**config.mk**
```make
export PLATFORM = sky130hd
export DESIGN_NAME = serial_frame_tx
export DESIGN_NICKNAME = d
export VERILOG_FILES = /design/src/rtl/serial_frame_tx.sv
export SDC_FILE = /design/constraint.sdc
export NUM_CORES = 1
export LEC_CHECK = 0
export ABC_AREA = 1
export CAP_MARGIN = 40
export CORE_UTILIZATION = 45
export CTS_CLUSTER_SIZE = 24
export DETAILED_ROUTE_END_ITERATION = 12
export HOLD_SLACK_MARGIN = 0.12
export PLACE_DENSITY_LB_ADDON = 0.1
export SKIP_CTS_REPAIR_TIMING = 1
export SYNTH_ARGS = -nofsm -noshare
export SYNTH_HDL_FRONTEND = slang
export SYNTH_SLANG_ARGS = --single-unit
```
**constraint.sdc**
```tcl
create_clock -name clk -period 1.6 [get_ports clk]
set_clock_uncertainty 0.15 [all_clocks]
set_input_delay 0.24 -clock clk [delete_from_list [all_inputs] [get_ports clk]]
set_output_delay 0.24 -clock clk [all_outputs]
set_load 0.03 [all_outputs]
```
**src/rtl/serial_frame_tx.sv**
```systemverilog
// Framed serial transmitter: bytes arrive over valid/ready and leave on `so` as
// start bit, 8 data bits, optional even parity bit and stop bit.
module serial_frame_tx #(
    parameter int unsigned BIT_CYCLES = 1,
    parameter bit          MSB_FIRST  = 1'b1,
    parameter bit          PARITY_EN  = 1'b0
) (
    input  logic       clk,
    input  logic       reset_n,
    input  logic [7:0] din,
    input  logic       din_valid,
    output logic       din_ready,
    output logic       so,
    output logic       busy,
    output logic       frame_done
);

    typedef enum logic [2:0] {IDLE, START, DATA, PARITY, STOP} state_e;

    localparam logic [7:0] LastCyc = 8'(BIT_CYCLES - 1);

    state_e     state_q, state_d;
    logic [7:0] hold_q, hold_d;
    logic       hold_full_q, hold_full_d;
    logic [7:0] shift_q, shift_d;
    logic       par_q, par_d;
    logic [2:0] bit_cnt_q, bit_cnt_d;
    logic [7:0] cyc_cnt_q, cyc_cnt_d;
    logic       so_q, so_d;
    logic       busy_q, busy_d;
    logic       frame_done_q, frame_done_d;
    logic       bit_end;
    logic       cur_bit;

    assign bit_end = (cyc_cnt_q == LastCyc);
    assign cur_bit = MSB_FIRST ? shift_q[7] : shift_q[0];

    // Outputs are derived from next-state values so they are registered yet
    // change on the same edge as the state they describe.
    always_comb begin
        state_d     = state_q;
        hold_d      = hold_q;
        hold_full_d = hold_full_q;
        shift_d     = shift_q;
        par_d       = par_q;
        bit_cnt_d   = bit_cnt_q;
        cyc_cnt_d   = cyc_cnt_q;

        if (state_q != IDLE) begin
            cyc_cnt_d = bit_end ? 8'd0 : cyc_cnt_q + 8'd1;
        end

        case (state_q)
            IDLE: begin
                if (hold_full_q) begin
                    state_d     = START;
                    shift_d     = hold_q;
                    hold_full_d = 1'b0;
                    par_d       = 1'b0;
                end
            end
            START: begin
                if (bit_end) begin
                    state_d   = DATA;
                    bit_cnt_d = 3'd0;
                end
            end
            DATA: begin
                if (bit_end) begin
                    shift_d   = MSB_FIRST ? {shift_q[6:0], 1'b0} : {1'b0, shift_q[7:1]};
                    par_d     = par_q ^ cur_bit;
                    bit_cnt_d = bit_cnt_q + 3'd1;
                    if (bit_cnt_q == 3'd7) begin
                        state_d = PARITY_EN ? PARITY : STOP;
                    end
                end
            end
            PARITY: begin
                if (bit_end) begin
                    state_d = STOP;
                end
            end
            STOP: begin
                if (bit_end) begin
                    // Back-to-back frames skip the idle load cycle entirely.
                    if (hold_full_q) begin
                        state_d     = START;
                        shift_d     = hold_q;
                        hold_full_d = 1'b0;
                        par_d       = 1'b0;
                    end else begin
                        state_d = IDLE;
                    end
                end
            end
            default: state_d = IDLE;
        endcase

        // A load needs hold_full_q set and an accept needs it clear, so they never collide.
        if (din_valid && !hold_full_q) begin
            hold_full_d = 1'b1;
            hold_d      = din;
        end

        case (state_d)
            START:   so_d = 1'b0;
            DATA:    so_d = MSB_FIRST ? shift_d[7] : shift_d[0];
            PARITY:  so_d = par_d;
            default: so_d = 1'b1;
        endcase

        frame_done_d = (state_d == STOP) && (cyc_cnt_d == LastCyc);
        busy_d       = (state_d != IDLE) || hold_full_d;
    end

    always_ff @(posedge clk or negedge reset_n) begin
        if (!reset_n) begin
            state_q      <= IDLE;
            hold_q       <= 8'd0;
            hold_full_q  <= 1'b0;
            shift_q      <= 8'd0;
            par_q        <= 1'b0;
            bit_cnt_q    <= 3'd0;
            cyc_cnt_q    <= 8'd0;
            so_q         <= 1'b1;
            busy_q       <= 1'b0;
            frame_done_q <= 1'b0;
        end else begin
            state_q      <= state_d;
            hold_q       <= hold_d;
            hold_full_q  <= hold_full_d;
            shift_q      <= shift_d;
            par_q        <= par_d;
            bit_cnt_q    <= bit_cnt_d;
            cyc_cnt_q    <= cyc_cnt_d;
            so_q         <= so_d;
            busy_q       <= busy_d;
            frame_done_q <= frame_done_d;
        end
    end

    assign din_ready  = !hold_full_q;
    assign so         = so_q;
    assign busy       = busy_q;
    assign frame_done = frame_done_q;

endmodule

```
== Word-level counts from Yosys, hierarchy flattened ==
Cells that the tools add are included.
W data, S select, Z words.
Word-level totals
  register bits after elaboration: 35
  input bits: 11
Operators by class
  add/subtract/negate cells: 2
  equality and inequality tests: 12
  multiplexer cells: 25
  bitwise operators: 1
  reductions and logical operators: 13
Operators by type and width (number)
  $mux W8: 5
  $mux W3: 8
  $pmux W8 S3: 1
  $logic_not A8 Y1: 2
  $pmux W3 S5: 1
  $eq A3 B2 Y1 const B: 4
  $eq A3 B3 Y1 const B: 3
  $reduce_bool A3 Y1: 3
  $add A8 B1 Y8 const B: 1
  $eq A3 B1 Y1 const B: 2
  $mux W1: 6
  $ne A2 B2 Y1 const B: 3
  $pmux W1 S3: 2
  $pmux W3 S2: 1
  $reduce_and A3 Y1: 2
  $add A3 B1 Y3 const B: 1
  $logic_not A3 Y1: 1
  $logic_and A1 B1 Y1: 2
  $pmux W1 S2: 1
  $reduce_bool A2 Y1: 1
  $logic_not A1 Y1: 1
  $logic_or A1 B1 Y1: 1
  $xor A1 B1 Y1: 1

== Depth between registers and ports, before layout ==
  word-level depth: 6
  mapped depth: 12
  mapped depth without buffers: 12

== Least setup slack after synthesis ==
Ideal clock, no wire load.
  path type: register -> register
  from: register cyc_cnt_q[0]
  to: register par_q
  setup time: 0.119 ns
  arrival time: 1.410 ns
  path slack: -0.079 ns
  stages on the path, launching flop included: 11
  path buffers: 0
  period minus slack after synthesis: 1.679 ns
  cells stage by stage: dfrtp_1 inv_1 ha_1 nand2_1 nor2_2 nand2_4 nand2_2 nand2_1 nor2_2 nand3_1 and2_1
Between the ends
  cells in the longest elaborated chain, start to end: 3
  elaborated cells on any way between the ends: 4
  those cells by class: mux: 3; reduce/logical: 1
RTL lines
  start: declaration: line 28  | logic [7:0] cyc_cnt_q, cyc_cnt_d;
  start signal: assignment: line 135  | cyc_cnt_q <= cyc_cnt_d;
  $logic_not A8 Y1 (*): line 35  | assign bit_end = (cyc_cnt_q == LastCyc);
  $mux W1, on equally long branches: line 84, 69
  $pmux W1 S3 (*): line 53  | case (state_q)
  via par_d: line 26  | logic par_q, par_d;
  end signal: assignment: line 133  | par_q <= par_d;
  end: declaration: line 26
Mark *: on every way through the listed nets, which the timed path passes. The rest lies on a longest branch.
A chain may end at the register's enable or synchronous reset.

== Worst setup path after layout ==
  from: register cyc_cnt_q[6]
  to: register busy_q, in the netlist busy
Between the ends
  cells in the longest elaborated chain, start to end: 5
  elaborated cells on any way between the ends: 11
  those cells by class: mux: 8; reduce/logical: 3
RTL lines
  $logic_not A8 Y1 (*): line 35
  $mux W3, on equally long branches
  $pmux W3 S5 (*): line 53
  via state_d[1]: line 22  | state_e state_q, state_d;
  $reduce_bool A3 Y1 (*): line 113  | busy_d = (state_d != IDLE) || hold_full_d;
  $logic_or A1 B1 Y1 (*): line 113
  via busy_d: line 30  | logic busy_q, busy_d;
  end signal: assignment: line 137  | busy_q <= busy_d;
  end: declaration: line 30
Marked as above.

==> impl_metrics.csv <==
group,metric,value,unit
status,status,"finished with violations",
status,failed_checks,"setup timing",
power_and_ir_drop,ir_drop,1.032,mV
synthesis,yosys_warnings,0,
global_routing,grt_usage,19.98,%
clock_tree,cts.sink_count,35,
route,drc,0,
synthesis,synthTopCellsByCount,"nand2_1 (47), dfrtp_1 (34), nand3_1 (27)",
critical_path,startpoint_type,"flop",
synthesis,synth.most_common_cell,"nand2_1",
critical_path,crit_buf_inv,2,
floorplanning,start_util,46.95,%
critical_path,cp_common_cell,"nand2_1",
placed_design,numPortBuffers,14,
critical_path,crit_fanout,7,
clock_tree,cts-root-buf,"clkbuf_8",
synthesis,ys_seq_area_share,46.70,%
floorplanning,dieArea,0.004436,sq mm
final_layout,final_layout_size_suffix_gt1_share,39.86,%
route,vias,1595,
timing,finalCriticalPeriod,1.718,ns
synthesis,synth_edf_count,0,
route,dr.pass1.iters,4,
clock_tree,cts_buffers,5,
floorplanning,num_io_pins,15,
route,routed_wl,4070,um
timing,worstMarginPinSlew,0.3153,ns
power_and_ir_drop,switchingPower,1618,uW
critical_path,cp_slowest_stage_delay,0.40,ns
global_routing,grt_pass1_vias,1560,
final_layout,nFillCells,339,
timing,fin_ws,-0.1181,ns
global_routing,grt_max_degree,36,
run,maxCapViolCount,0,
clock_tree,insertion_delay,0.29,ns
critical_path,required,1.60,ns
timing,finalHoldViolCount,0,
synthesis,synthArstFlopShare,100.0,%
route,wl_per_cell,12.30,um
placed_design,hpwl,2966,um
power_and_ir_drop,p_leak,0.001415,uW
clock_tree,h-tree-depth,2,
synthesis,syn_area,0.001878,sq mm
global_routing,overflow,0,
critical_path,worstSetupPathType,"reg -> reg",
timing,fmax,582.1,MHz
power_and_ir_drop,pwr-share-clk,21.0,%
route,vias_per_cell,4.819,
critical_path,critical-path-top-delay-family,"simple AND/OR/NAND/NOR gates",
clock_tree,clockBufferDepth,2,
synthesis,netlist.top_cell.by_area,"dfrtp_1",
final_layout,final_util,66.25,%
critical_path,arrival,1.72,ns
synthesis,yosysTopAreaCellShare,45.30,%
critical_path,critPathCaptureType,"flop",
floorplanning,design.core.area,0.004000,sq mm
synthesis,synth-seq-cells,35,
global_routing,grt_pass1_wl,6568,um
critical_path,slowest_stage,"dfrtp_1",
timing,rsz0062_at_grt,"yes",
floorplanning,die_h,66.60,um
synthesis,syn_inst,218,
synthesis,synth_cell_types,33,
global_routing,antenna_found_initial,0,
power_and_ir_drop,powerDensity,1703,mW/mm^2
floorplanning,chipWidth,66.60,um
worst_hold_path,hold_class,"in -> async",
final_layout,insertedDiodeCount,0,
timing,fin_crit_sh,107.4,%
critical_path,path_cells,"inv_1 > nand2_1 > nor2_1 > nand2_4 > o21ai_2 > nand3_2 > inv_2 > nand2_1 > nand3b_1",
power_and_ir_drop,power.internal,2895,uW
final_layout,nets,295,
power_and_ir_drop,p_comb_share,48.6,%
timing,maxSlewViolCount,0,
timing,setup_viol,14,
power_and_ir_drop,pwr-share-seq,30.5,%
route,drtIter0Drc,73,
final_layout,area_delta_synth_final,41.11,%
clock_tree,cts_tree,"built",
synthesis,synthFlopType,"dfrtp_1",
route,postRouteAntennaNets,0,
synthesis,syn-num-nets,233,
floorplanning,rows,23,
placed_design,gp_congestion,0.8093,
synthesis,avgSynthCellArea,8.615,sq um
clock_tree,cts.clk_slew.worst_paths,0.07,ns
synthesis,synthTopCellsByArea,"dfrtp_1 (45%), nand2_1 (9.4%), nand3_1 (7.2%)",
power_and_ir_drop,power.total,4513,uW
timing,relSlewSlack,78.94,%
power_and_ir_drop,swShare,35.86,%
-- worst paths after layout --
path	startpoint	end	cells past startpoint	slack [ns]
worst min register to register	bit_cnt_q[0]	bit_cnt_q[0]	1	0.33
max in group asynchronous	reset_n	so	3	0.75
worst max register to register	cyc_cnt_q[6]	busy	9	-0.12
min in group clk	bit_cnt_q[0]	bit_cnt_q[0]	1	0.33
worst min-delay path	reset_n	cyc_cnt_q[3]	3	0.29
worst max-delay path	cyc_cnt_q[6]	busy	9	-0.12
-- cell families (layout without fill, tap and decap cells) --
| kind of cell | after synthesis | count (layout) | synth area share [%] |
|---|---|---|---|
| mux | 7 | 7 | 4.197 |
| fa+ha+maj | 4 | 4 | 2.665 |
| compound gates | 23 | 23 | 7.728 |
| buf+inv | 38 | 101 | 8.261 |
| simple gates | 111 | 111 | 30.45 |
| flops | 35 | 35 | 46.70 |
-- metrics by stage --
step / setup TNS (ns) / hold slack, ns / cells / area, sq um / worst slack, ns
floorplan: -0.005062 / -0.2056 / 218 / 1906 / -0.005062
finish: -0.8958 / 0.2872 / 331 / 2650 / -0.1181
global placement: -0.6323 / 0.06730 / 317 / 2375 / -0.08174
detailed placement: -0.6801 / 0.06432 / 317 / 2375 / -0.09448
global route: -2.410 / 0.3118 / 331 / 2650 / -0.2274
CTS: -1.333 / -0.2435 / 325 / 2511 / -0.2553
-- power groups by stage --
stage / logic, uW / clock network (uW) / registers, uW
after CTS: 1950 / 967 / 1370
after detailed placement: 1950 / 0 / 1380
after global placement: 1940 / 0 / 1380
after global routing: 2410 / 1000 / 1420
final: 2190 / 946 / 1370
after floorplan: 1160 / 0 / 1420
-- sequential cells by signal, summed over array words and instances, names as in the netlist --
name,cells
cyc_cnt_q,8
so,1
hold_full_q,1
bit_cnt_q,3
shift_q,8
hold_q,8
frame_done,1
par_q,1
state_q,3
busy,1
-- final cells by class --
type,count,area [sq um],area share [%]
Inverter,35,131.4,4.958
Timing Repair Buffer,58,500.5,18.89
Tap cell,50,62.56,2.361
Sequential cell,35,877.1,33.10
Clock buffer,5,68.82,2.597
Clock inverter,3,67.56,2.550
Multi-Input combinational cell,145,942.2,35.55
-- routing by layer --
layer / part of all wire (%) / up-vias / GRT usage (%)
li1: - / 824 / -
met1: 45 / 750 / 23.29
met2: 52 / 15 / 35.73
met4: 1.3 / 0 / 5.585
met3: 1.8 / 6 / 5.137
met5: 0 / - / 0
-- cell usage in the layout (no fill, tap or decap), types with 2 or more instances in the layout --
master	Yosys	final
nand2_1	47	39
o21ai_1	2	2
dlymetal6s2s_1	0	3
mux2_2	7	7
nand3_4	1	2
bufinv_16	0	2
buf_6	1	4
ha_1	4	2
clkdlybuf4s50_1	0	9
a21oi_1	7	6
nand2_2	4	8
a21oi_2	2	3
nand4_1	2	2
nor2_2	7	6
dfrtp_1	34	34
clkbuf_8	0	5
nand3_1	27	26
nand2_4	1	5
nor2_4	2	4
nand3_2	2	2
inv_2	9	12
a22o_1	2	2
buf_4	1	39
inv_1	26	23
nor2_1	12	11
o21ai_0	5	5
-- worst min-delay path: stages --
cell and delay [ns]:
dlygate4sd3_1 0.52, buf_2 0.12, buf_12 0.20
(Power assumes the default switching activity.)
==> RTL change 1, RTL diff (same flow settings) <==
`MSB_FIRST`: 1'b1 -> 1'b0.
--- a/src/rtl/serial_frame_tx.sv
+++ b/src/rtl/serial_frame_tx.sv
@@ -3,5 +3,5 @@
 module serial_frame_tx #(
     parameter int unsigned BIT_CYCLES = 1,
-    parameter bit          MSB_FIRST  = 1'b1,
+    parameter bit          MSB_FIRST  = 1'b0,
     parameter bit          PARITY_EN  = 1'b0
 ) (
Behaviour: not the same (Yosys sat finds a counterexample within 4 cycles, from zero or initial values and one cycle with reset_n low).
==> RTL change 1 against the unedited design <==
- the run still ends with setup timing left
- setup slack worse by 16 ps
- sequential cell count unchanged
- utilization down 0.22 points
- worst hold slack worse by 120 ps
- area after synthesis rose by 0.73%
- power is 1.4% lower
- final area grew 0.38%
- wire length increased by 5.3%
- largest cell class unchanged
==> RTL change 1: results (changes against the unedited design) <==
Parameter                              Value

Placed design
  Port Buffer Count    14 (unchanged)
  Cell total after placement    311 (was 317)
  Placed cell area    0.00236 mm2 (was 0.00237 mm2)
  Setup Slack @ Placement    -159 ps (was -94.5 ps)
  Routability Congestion    0.910 (was 0.809)
  Half-perimeter wire length after placement    3.12 mm (was 2.97 mm)

Power and ir drop
  Highest ir drop seen on vdd    0.866 mV (was 1.03 mV)
  Leakage    1.42 nW (about the same)
  Power share of the combinational group    49.2% (was 48.6%)
  P_int    2.72 mW (was 2.89 mW)
  P_seq    1.41 mW (was 1.37 mW)
  Pwr dens    1670 mW/mm2 (was 1700 mW/mm2)

Global routing
  Vias in the first global route    1582 (was 1560)
  Wire length of the first global-routing pass    6.88 mm (was 6.57 mm)
  Largest net degree at the start of global routing    36 (unchanged)
  Global router's overall resource usage    21.6% (was 20.0%)

Final layout
  Final cell count without fillers    323 (was 331)
  Final net count    287 (was 295)
  Count of filler cells inserted in the layout    332 (was 339)
  Largest registers ranked by flip-flop count    cyc_cnt_q x8, hold_q x8, shift_q x8 (unchanged)
  Sequential cell area    877 um2 (unchanged)
  Clock-cell share of area    4.56% (was 5.15%)
  Layout inverter count without the clock tree    33 (was 35)
  Relative area change from synthesis to final layout    40.6% (was 41.1%)
  Multi-input logic area    0.00103 mm2 (was 942 um2)
  Share of cells above drive strength 1    41.0% (was 39.9%)
  Non-Clock Buffer Count    50 (was 58)
  Multi-input logic cell count    147 (was 145)
  Data-path buffer share of cell area in the final layout    16.8% (was 18.9%)
  Clock buffer count in the final layout    6 (was 5)

Clock tree
  Clock insertion delay at the later pin of the skew report    290 ps (about the same)
  Clock transition at the registers of the reported paths    70 ps (about the same)
  Inserted Clock Buffers    5 (unchanged)
  Root Buffer Master    clkbuf_8 (unchanged)

STA
  Normalized max-slew margin    75.6% (was 78.9%)
  Final critical-path setup slack    -134 ps (was -118 ps)
  Setup violators final    13 (was 14)
  Sum of negative setup slack    -1080 ps (was -896 ps)

Logic synthesis
  Fraction of the yosys area taken by sequential cells    46.4% (was 46.7%)
  Biggest area contributors in the synthesized netlist    dfrtp_1, nand2_1, nand3_1, inv_1, mux2_2 (unchanged)
  Multiplexer fraction of the synthesized cell area    4.17% (was 4.20%)
  Total nets after synthesis    231 (was 233)
  Gate count after technology mapping    216 (was 218)
  Library cell with the highest instance count after synthesis    nand2_1 (unchanged)
  Post-synthesis compound-gate area fraction    8.07% (was 7.73%)
  Yosys reg bits    35 (unchanged)
  Share of async-settable or async-resettable flops after synthesis    100% (unchanged)
  Adder-cell share of the synthesized area    2.65% (was 2.66%)
  Post-Syn Area per Cell    8.76 um2 (was 8.61 um2)
  Yosys cell types    33 (unchanged)
  Synth cell count leaders    nand2_1, dfrtp_1, inv_1 (was nand2_1, dfrtp_1, nand3_1)

Status
  Status    finished with violations (unchanged)
  Failing checks    setup timing (unchanged)

Detailed routing
  Total length of routed wires    4.29 mm (was 4.07 mm)
  Via-per-instance ratio    5.08 (was 4.82)
  Drt initial violations    51 (was 73)

Worst setup path
  Crit path arrival time    1760 ps (was 1720 ps)
  Critical Path Fanout Max    7 (unchanged)
==> RTL change 1: per-layer routing <==
| metal | wire, um | up-vias | global-route usage (%) |
|---|---|---|---|
| met5 | 0 | - | 0 |
| met4 | 92 | 0 | 10.9 |
| met2 | 2220 | 25 | 37.0 |
| met3 | 115 | 7 | 5.82 |
| met1 | 1850 | 789 | 24.5 |
| li1 | - | 819 | - |
==> RTL change 1: worst paths after layout <==
kind / from / end / slack [ps] / cells after the start
max in group asynchronous: reset_n / so / 880 / 2
max reg2reg: cyc_cnt_q[1] / shift_q[1] / -130 / 10
min in group clk: shift_q[3] / shift_q[3] / 350 / 2
max: cyc_cnt_q[1] / shift_q[1] / -130 / 10
min: reset_n / cyc_cnt_q[2] / 170 / 2
min reg2reg: shift_q[3] / shift_q[3] / 350 / 2
==> RTL change 2, RTL diff (same settings) <==
Made on the original files. Re-encode `state_e` (5 states) as one-hot, 5 bits wide.
--- a/src/rtl/serial_frame_tx.sv
+++ b/src/rtl/serial_frame_tx.sv
@@ -16,5 +16,5 @@
 );
 
-    typedef enum logic [2:0] {IDLE, START, DATA, PARITY, STOP} state_e;
+    typedef enum logic [4:0] {IDLE = 5'b00001, START = 5'b00010, DATA = 5'b00100, PARITY = 5'b01000, STOP = 5'b10000} state_e;
 
     localparam logic [7:0] LastCyc = 8'(BIT_CYCLES - 1);
Behaviour: no difference found for any inputs over 10 cycles, from zero or initial values and one cycle with reset_n low; not proved beyond that.
==> RTL change 2 against the unedited design <==
- the flow still finishes with violations (setup timing)
- first-iteration DRC count shrank 6.8%
- wire length rose by 16%
- non-clock buffer count fell by 1
- count of clock-buffer cells in the layout unchanged
- area after synthesis increased by 8.7%
- final area is 10% higher
- sequential cell count rose by 2
- maximum frequency fell by 2.2%
- setup slack lost 39 ps
- power is 0.45% lower
- largest power group unchanged
==> RTL change 2: results (changes against the unedited design) <==
Parameter                              Value

Worst setup path
  Worst r2r dst    so (was busy)
  Critical Path Fanout Max    6 (was 7)
  RR Startpoint    state_q[0] (was cyc_cnt_q[6])
  Crit path arrival time    1840 ps (was 1720 ps)
  Endpoint of the most critical setup path    so (was busy)
  Slowest CP cell    dfstp_2 (was dfrtp_1)
  Critical Path Max Stage Delay    550 ps (was 400 ps)
  Setup CP Type    flop to flop (unchanged)

Hold path
  Class of the worst hold path    primary input to asynchronous set/reset pin (unchanged)

Power and ir drop
  Highest ir drop seen on vdd    0.958 mV (was 1.03 mV)
  P_int    2.67 mW (was 2.89 mW)
  Leakage    1.46 nW (was 1.42 nW)

Global routing
  Wire length of the first global-routing pass    8.08 mm (was 6.57 mm)
  Largest net degree at the start of global routing    21 (was 36)
  Global router's overall resource usage    21.3% (was 20.0%)
  Antenna violations before repair    0 (unchanged)
  Vias in the first global route    1781 (was 1560)

Detailed routing
  Drt initial violations    68 (was 73)
  Via-per-instance ratio    5.01 (was 4.82)
  Avg WL per Cell    13.5 um (was 12.3 um)
  Number of iterations in the first detailed-routing pass    4 (unchanged)

Clock tree
  Clock transition at the registers of the reported paths    80 ps

Placed design
  Half-perimeter wire length after placement    3.42 mm (was 2.97 mm)
  Setup Slack @ Placement    -135 ps (was -94.5 ps)
  Routability Congestion    0.865 (was 0.809)

Logic synthesis
  Fraction of the yosys area taken by sequential cells    45.5% (was 46.7%)
  Synth cell count leaders    nand2_1, dfrtp_1, nand3_1 (unchanged)
  Synthesis Warnings    0 (unchanged)
  Share of async-settable or async-resettable flops after synthesis    100% (unchanged)
  Total nets after synthesis    252 (was 233)
  Post-synth top area share    42.9% (was 45.3%)
  Biggest area contributors in the synthesized netlist    dfrtp_1, nand2_1, nand3_1, inv_1, mux2_2 (unchanged)

Final layout
  Largest registers ranked by flip-flop count    cyc_cnt_q x8, hold_q x8, shift_q x8 (unchanged)
  Number of inserted diodes    0 (unchanged)
  Final net count    313 (was 295)
  Share of cells above drive strength 1    44.5% (was 39.9%)

STA
  Setup violators final    18 (was 14)
  Final critical-path setup slack    -157 ps (was -118 ps)
  Actual transition at the worst max-transition pin    456 ps (was 315 ps)
  Sum of negative setup slack    -1390 ps (was -896 ps)
  Number of endpoints with negative hold slack in the final report    0 (unchanged)

Status
  Status    finished with violations (unchanged)
  Failing checks    setup timing (unchanged)
[RTL change 2: changes by cell type in the layout (fill, tap and decap cells not counted), sizes merged, moves of 2 or more]
cell,before,now
o31ai,2,0
nand3,30,37
clkinv,0,2
a21oi,9,5
o21ai,8,18
inv,35,37
nor3,2,0
[RTL change 2: power groups by stage]
stage | Combinational [mW] | Clock, mW | Sequential (mW)
after global routing | 2.46 | 0.881 | 1.47
after detailed placement | 1.85 | 0 | 1.42
after global placement | 1.82 | 0 | 1.41
after floorplan | 1.20 | 0 | 1.43
final | 2.24 | 0.823 | 1.43
after CTS | 1.85 | 0.844 | 1.40
[RTL change 2: critical path, delay by kind of cell, from the launching register on]
kind	cells	cell delay [ps]
DFF	1	550
AOI/OAI and AO/OA	1	210
and+or+nand+nor	6	510
buffers and inverters	2	250
[RTL change 2: kinds of logic after synthesis]
| family | after synthesis | synth area share, % |
|---|---|---|
| compound gates | 30 | 9.13 |
| xor+xnor | 1 | 0.429 |
| fa+ha+maj | 4 | 2.45 |
| buf+inv | 42 | 8.27 |
| flops | 37 | 45.5 |
| mux | 6 | 3.31 |
| simple gates | 117 | 30.9 |
[RTL change 2: layer usage]
metal | GRT usage (%) | share of wire [%] | vias up
li1 | - | - | 893
met5 | 0 | 0 | -
met2 | 32.7 | 49 | 27
met1 | 30.3 | 47 | 829
met4 | 8.62 | 1.8 | 0
met3 | 3.34 | 2.8 | 9
[RTL change 2: through the flow]
stage | std cells | total power [mW] | cell area (um2) | utilization, %
final | 351 | 4.49 | 2920 | 67.1
after global routing | 351 | 4.80 | 2920 | 67.1
after CTS | 342 | 4.10 | 2620 | 60.1
after detailed placement | 334 | 3.27 | 2500 | 57.5
after global placement | 334 | 3.23 | 2500 | 57.5
after floorplan | 237 | 2.64 | 2050 | -
[RTL change 2: area by class of cell]
type                            instances  area (um2)
Tap cell                               52        65.1
Multi-Input combinational cell        158        1150
Fill cell                             368        1430
Timing Repair Buffer                   57         513
Sequential cell                        37         930
Clock inverter                          3        46.3
Clock buffer                            5        68.8
Inverter                               39         151
[RTL change 2: worst min-delay path by stage]
stage                         to  slack [ps]  depth (start not counted)
detailed placement  cyc_cnt_q[0]          70                          1
floorplan           bit_cnt_q[0]        -210                          0
global placement    cyc_cnt_q[0]          60                          1
finish              cyc_cnt_q[0]         270                          2
CTS                 cyc_cnt_q[0]        -260                          1
global route        cyc_cnt_q[0]         330                          2
